--- config.mk ---
export PLATFORM = sky130hd
export DESIGN_NAME = code_ram_loader
export DESIGN_NICKNAME = d
export VERILOG_FILES = /design/src/rtl/loader_pkg.sv /design/src/rtl/code_ram_loader_byte_packer.sv /design/src/rtl/code_ram_loader.sv
export SDC_FILE = /design/constraint.sdc
export NUM_CORES = 1
export LEC_CHECK = 0
export CAP_MARGIN = 20
export CORE_MARGIN = 2
export CORE_UTILIZATION = 35
export CTS_BUF_LIST = sky130_fd_sc_hd__clkbuf_16
export CTS_CLUSTER_SIZE = 8
export DETAILED_ROUTE_END_ITERATION = 10
export GPL_TIMING_DRIVEN = 0
export HOLD_SLACK_MARGIN = 0.06
export PLACE_DENSITY = 0.55
export SYNTH_ARGS = -nofsm -noshare
export SYNTH_HDL_FRONTEND = slang
export SYNTH_SLANG_ARGS = --single-unit
--- constraint.sdc ---
create_clock -name m_clock -period 2.55 [get_ports m_clock]
set_input_delay 0.51 -clock m_clock [delete_from_list [all_inputs] [get_ports m_clock]]
set_output_delay 0.51 -clock m_clock [all_outputs]
set_load 0.02 [all_outputs]
--- src/rtl/loader_pkg.sv ---
// Shared types and defaults for the code RAM boot loader.
// Included by code_ram_loader and byte_packer.
package loader_pkg;

  typedef enum logic [2:0] {
    IDLE,
    LEN0,
    LEN1,
    DATA,
    CSUM,
    FIN
  } state_t;

  localparam int DEF_ADDR_W = 10;
  localparam int DEF_LEN_W  = 16;
  localparam int BYTE_LANES = 4;

endpackage

--- src/rtl/code_ram_loader_byte_packer.sv ---
// Packs little-endian bytes into 32-bit words; word_o/word_done_o register one cycle after the 4th byte.
// No backpressure of its own: the loader only pushes bytes it has accepted.
module byte_packer
  import loader_pkg::*;
(
  input  logic        clk,
  input  logic        rst_n,
  input  logic        clr_i,
  input  logic        push_i,
  input  logic [7:0]  byte_i,
  output logic        lane_last_o,
  output logic [31:0] word_o,
  output logic        word_done_o
);

  logic [23:0] shift_q, shift_d;
  logic [1:0]  lane_q, lane_d;
  logic [31:0] word_q, word_d;
  logic        done_q, done_d;

  assign lane_last_o = (lane_q == 2'(BYTE_LANES - 1));
  assign word_o      = word_q;
  assign word_done_o = done_q;

  always_comb begin
    shift_d = shift_q;
    lane_d  = lane_q;
    word_d  = word_q;
    done_d  = 1'b0;
    if (clr_i) begin
      shift_d = '0;
      lane_d  = '0;
    end else if (push_i) begin
      lane_d = lane_q + 2'd1;
      if (lane_last_o) begin
        // Completed word leaves the shifter; wr_data holds until the next word.
        word_d = {byte_i, shift_q};
        done_d = 1'b1;
      end else begin
        shift_d = {byte_i, shift_q[23:8]};
      end
    end
  end

  always_ff @(posedge clk or negedge rst_n) begin
    if (!rst_n) begin
      shift_q <= '0;
      lane_q  <= '0;
      word_q  <= '0;
      done_q  <= 1'b0;
    end else begin
      shift_q <= shift_d;
      lane_q  <= lane_d;
      word_q  <= word_d;
      done_q  <= done_d;
    end
  end

endmodule

--- src/rtl/code_ram_loader.sv ---
// Boot loader: byte stream (count, words, optional checksum) into code RAM writes; holds CPU via busy.
// Write lands one cycle after a word's 4th byte; rx_ready high only while collecting bytes.
// LOADER_CHECKSUM_EN adds a trailing 8-bit zero-sum checksum byte and the CSUM state.
module code_ram_loader
  import loader_pkg::*;
#(
  parameter int ADDR_W = DEF_ADDR_W,
  parameter int LEN_W  = DEF_LEN_W
) (
  input  logic              m_clock,
  input  logic              p_reset,
  input  logic              start,
  input  logic [7:0]        rx_data,
  input  logic              rx_valid,
  output logic              rx_ready,
  output logic              wr_en,
  output logic [ADDR_W-1:0] wr_addr,
  output logic [31:0]       wr_data,
  output logic              busy,
  output logic              done,
  output logic              err
);

  localparam int unsigned DEPTH = 2 ** ADDR_W;

  state_t            state_q, state_d;
  logic [LEN_W-1:0]  len_q, len_d;
  logic [LEN_W-1:0]  words_q, words_d;
  logic [ADDR_W-1:0] addr_q, addr_d;
  logic              done_q, done_d;
  logic              err_q, err_d;
  logic              pend_q, pend_d;
  logic [LEN_W-1:0]  hdr_n;
  logic              accept;
  logic              pk_clr;
  logic              pk_push;
  logic              lane_last;
  logic              word_done;
  logic [31:0]       word;
  state_t            after_body;

`ifdef LOADER_CHECKSUM_EN
  logic [7:0] sum_q, sum_d;
  assign after_body = CSUM;
`else
  assign after_body = FIN;
`endif

  assign rx_ready = (state_q == LEN0) || (state_q == LEN1) ||
                    (state_q == DATA) || (state_q == CSUM);
  assign accept   = rx_valid && rx_ready;
  assign hdr_n    = LEN_W'({rx_data, len_q[7:0]});
  assign pk_push  = accept && (state_q == DATA);

  always_comb begin
    state_d = state_q;
    len_d   = len_q;
    words_d = words_q;
    addr_d  = addr_q;
    done_d  = done_q;
    err_d   = err_q;
    pend_d  = pend_q;
    pk_clr  = 1'b0;
`ifdef LOADER_CHECKSUM_EN
    sum_d = sum_q;
    if (accept) sum_d = sum_q + rx_data;
`endif
    if (word_done) addr_d = addr_q + ADDR_W'(1);

    case (state_q)
      IDLE: begin
        if (start) begin
          state_d = LEN0;
          words_d = '0;
          addr_d  = '0;
          done_d  = 1'b0;
          err_d   = 1'b0;
          pend_d  = 1'b0;
          pk_clr  = 1'b1;
`ifdef LOADER_CHECKSUM_EN
          sum_d = '0;
`endif
        end
      end
      LEN0: begin
        if (accept) begin
          len_d   = '0;
          len_d[7:0] = rx_data;
          state_d = LEN1;
        end
      end
      LEN1: begin
        if (accept) begin
          len_d = hdr_n;
          if (hdr_n == '0) begin
            state_d = after_body;
          end else if (32'(hdr_n) > DEPTH) begin
            // Oversized image: leave the rest of the stream unread.
            pend_d  = 1'b1;
            state_d = FIN;
          end else begin
            state_d = DATA;
          end
        end
      end
      DATA: begin
        if (pk_push && lane_last) begin
          words_d = words_q + LEN_W'(1);
          if (words_d == len_q) state_d = after_body;
        end
      end
`ifdef LOADER_CHECKSUM_EN
      CSUM: begin
        if (accept) begin
          pend_d  = (sum_d != 8'h00);
          state_d = FIN;
        end
      end
`endif
      FIN: begin
        done_d  = 1'b1;
        err_d   = pend_q;
        state_d = IDLE;
      end
      default: state_d = IDLE;
    endcase
  end

  always_ff @(posedge m_clock or negedge p_reset) begin
    if (!p_reset) begin
      state_q <= IDLE;
      len_q   <= '0;
      words_q <= '0;
      addr_q  <= '0;
      done_q  <= 1'b0;
      err_q   <= 1'b0;
      pend_q  <= 1'b0;
    end else begin
      state_q <= state_d;
      len_q   <= len_d;
      words_q <= words_d;
      addr_q  <= addr_d;
      done_q  <= done_d;
      err_q   <= err_d;
      pend_q  <= pend_d;
    end
  end

`ifdef LOADER_CHECKSUM_EN
  always_ff @(posedge m_clock or negedge p_reset) begin
    if (!p_reset) sum_q <= '0;
    else          sum_q <= sum_d;
  end
`endif

  byte_packer u_packer (
    .clk         (m_clock),
    .rst_n       (p_reset),
    .clr_i       (pk_clr),
    .push_i      (pk_push),
    .byte_i      (rx_data),
    .lane_last_o (lane_last),
    .word_o      (word),
    .word_done_o (word_done)
  );

  assign wr_en   = word_done;
  assign wr_addr = addr_q;
  assign wr_data = word;
  assign busy    = (state_q != IDLE);
  assign done    = done_q;
  assign err     = err_q;

endmodule
==> flow_summary_export.csv <==
group,metric,value,unit
floorplanning,coreArea,14500,um^2
synthesis,synth_area,5160,um^2
floorplanning,dieWidth,125,um
synthesis,synthCells,577,
synthesis,async_flop_share,1.00,
placed_design,place_hpwl,9640,um
global_route,use_met3,0.0329,
status,status,"completed",
floorplanning,initial_utilization,0.357,
sta,hold_slack,0.118,ns
synthesis,synth_flop_cell,"dfrtp_1",
clock_tree,clock_path_buffers,2,
setup_path,path_cells,"ha_4 -> nand4_1 -> buf_4 -> or4_1 -> o21a_1 -> nand2_2 -> o211ai_1 -> a2111oi_4 -> o22ai_1",
synthesis,synth_fa_ha_area_frac,0.00727,
floorplanning,ioPinCount,59,
placed_design,globalplace.congestion,0.835,
floorplanning,dieArea,15700,um^2
drt,route.detailed.drc,0,
synthesis,netlist_top_cells_count,"nand2_1, dfrtp_1, a21oi_1",
synthesis,synth_top_family_by_area,"simple AND/OR/NAND/NOR gates",
sta,rsz0062_at_grt,"true",
setup_path,start_kind,"register",
synthesis,synth-xor-area-share,0.0424,
global_route,antenna_found_initial,0,
sta,setup_violations,0,
setup_path,critical_path.startpoint,"words_q[0]$_DFFE_PN0P_",
power_and_ir_drop,power.density,808,nW/um^2
synthesis,synth-seq-cells,107,
cells_and_area,nets,664,
clock_tree,cts.sinks,107,
synthesis,ys_types,54,
global_route,overflow,0,
global_route,grt_first_pass_wirelength,22800,um
setup_path,rrSetupSlack,0.09,ns
setup_path,timing.rr.end,"state_q[1]$_DFFE_PN0P_",
global_route,top_usage_layer,"met2",
sta,worst_slew_pin_slew,0.617,ns
synthesis,synthDominantCellAreaShare,0.518,
drt,ant_nets,0,
setup_path,path_max_fanout,8,
setup_path,critPathCapture,"state_q[1]$_DFFE_PN0P_",
cells_and_area,area_growth,23.9,%
sta,relSlewSlack,0.588,
cells_and_area,n_fill_cell,1413,
synthesis,syn_avg_cell_area,8.95,um^2
setup_path,cp-end-kind,"register",
global_route,grt_usage,0.179,
clock_tree,cts_tree,"yes",
floorplanning,fp.dieH,125,um
power_and_ir_drop,p_leak,2.82,nW
clock_tree,cts_buffers,9,
clock_tree,insertion_delay,0.35,ns
sta,skew,0.00781,ns
global_route,use_met1,0.251,
cells_and_area,seq_area,2680,um^2
synthesis,synth-simple-area-share,0.262,
sta,slew_violations,0,
clock_tree,path_clk_slew,0.08,ns
placed_design,io_buffer_count,57,
sta,clock.fmax,0.407,GHz
setup_path,r2r-start,"words_q[0]$_DFFE_PN0P_",
global_route,grt_start_max_net_pins,73,
setup_path,critPathSlowestCell,"or4_1",
synthesis,seq_area_frac_synth,0.518,
synthesis,yosysWarningCount,0,
cells_and_area,drive_gt1_frac,0.0902,
floorplanning,rows,44,
worst_hold_path,holdCritPathClass,"input port to asynchronous set/reset pin",
drt,avgViaCountPerCell,5.30,
synthesis,yosys.area.top_type,"dfrtp_1",
setup_path,critPathKind,"register to register",
drt,wire_per_inst,16.2,um
sta,finalHoldViolCount,0,
sta,post-route-period-util,0.964,
setup_path,crit_required,2.76,ns
synthesis,syn_nets,592,
synthesis,synth_edf_count,0,
setup_path,cp_num_cells,9,
setup_path,slowest_delay,0.52,ns
cells_and_area,diodes,0,
global_route,grt_pass1_vias,4425,
synthesis,yosysMostFrequentCell,"nand2_1",
drt,drt_wl_total,13600,um
clock_tree,cts_hold_buf,0,
global_route,use_met2,0.276,
power_and_ir_drop,p_total,0.00517,W
drt,drt_iter0_drc,258,
synthesis,synth_compound_area_frac,0.118,
sta,min_period,2.46,ns
setup_path,r2r_cells,9,
job,drv_cap,0,
clock_tree,cts_max_level,3,
synthesis,synthTopCellsByArea,"dfrtp_1, nand2_1, a21oi_1",
cells_and_area,multi_input_area,2390,um^2
drt,drt_pass1_iterations,4,
clock_tree,cts_root_buffer,"clkbuf_16",
power_and_ir_drop,peakVddDrop,0.000473,V
setup_path,cp_top_family,"compound AO/OA/AOI/OAI gates",
synthesis,synthMuxAreaShare,0.0213,
setup_path,cp.buffers_inverters,1,
setup_path,arrival,2.67,ns
drt,vias,4441,
## cell type report
class | count | share of cell area
inverter | 4 | 0.00235
clock buffer | 9 | 0.0352
timing repair buffer | 63 | 0.0985
multi-input combinational | 430 | 0.373
sequential | 107 | 0.419
clock inverter | 7 | 0.0133
buffer | 34 | 0.0223
tap | 184 | 0.0360
## worst register-to-register path: cells and delay by family, from the launching register on
kind,cells,cell delay [ns]
AOI/OAI and AO/OA,4,0.77
buffers and inverters,1,0.20
and+or+nand+nor,3,0.75
DFF,1,0.42
adders and majority gates,1,0.19
## what timing repair did
action,CTS,global route
gates resized for setup,7,18
pin swaps,1,1
endpoints found under the hold margin,0,0
endpoints found under the setup margin,4,45
setup buffers,2,3
cloned,0,0
## where the power goes
group	total [W]	internal (W)	switching (W)
logic	0.00143	0.000587	0.000845
clock network	0.00145	0.000778	0.000669
registers	0.00229	0.00199	0.000305
## cell families after synthesis
family	Yosys count
AO/OA/AOI/OAI	106
XOR/XNOR	25
adder cells (fa/ha/maj)	3
buffers and inverters	40
flip-flops	107
multiplexers	10
AND/OR/NAND/NOR	286
## worst min path at each step
stage / from / endpoint / slack, ns / cells past startpoint
after floorplan: p_reset / done$_DFFE_PN0P_ / 0.21 / 0
after global placement: u_packer.word_o[16]$_DFFE_PN0P_ / u_packer.word_o[16]$_DFFE_PN0P_ / 0.45 / 2
after detailed placement: u_packer.word_o[16]$_DFFE_PN0P_ / u_packer.word_o[16]$_DFFE_PN0P_ / 0.45 / 2
after CTS: p_reset / len_q[9]$_DFFE_PN0P_ / 0.13 / 1
after global routing: p_reset / len_q[9]$_DFFE_PN0P_ / 0.16 / 1
final: p_reset / len_q[9]$_DFFE_PN0P_ / 0.12 / 1
## state kept, by name, indices dropped and copies added, names as in the netlist, 2 cells and up
signal / flops
u_packer.shift_q: 24
state_q: 3
words_q: 16
wr_addr: 10
u_packer.word_o: 32
len_q: 16
u_packer.lane_q: 2
## cells in the final DEF (no fill, tap or decap), drive strengths merged, types with 7 or more instances in the layout
cell and n:
buf 12, clkbuf 38, mux2 8, and3 9, nand3 38, nand3b 7, a21oi 41, o21ai 39
xnor2 16, nor3 8, dfrtp 107, nand4 7, nand2 155, nor2 25, xor2 9, clkdlybuf4s50 54
nor2b 12
## layer usage
metal	share of wire	up-vias
li1	-	2119
met3	0.047	22
met4	0.023	0
met1	0.47	2188
met5	0	-
met2	0.46	112
## metrics by stage
stage | area (um^2) | setup slack (ns) | util | cells | TNS (ns)
floorplan | 5160 | 0.269 | - | 577 | 0
global placement | 5970 | -3.13 | 0.412 | 818 | -341.04
detailed placement | 5990 | -0.341 | 0.414 | 819 | -7.06
CTS | 6330 | 0.00597 | 0.437 | 836 | 0
global route | 6400 | -0.0234 | 0.442 | 838 | -0.102
finish | 6400 | 0.0919 | 0.442 | 838 | 0
(Power assumes the default switching activity.)
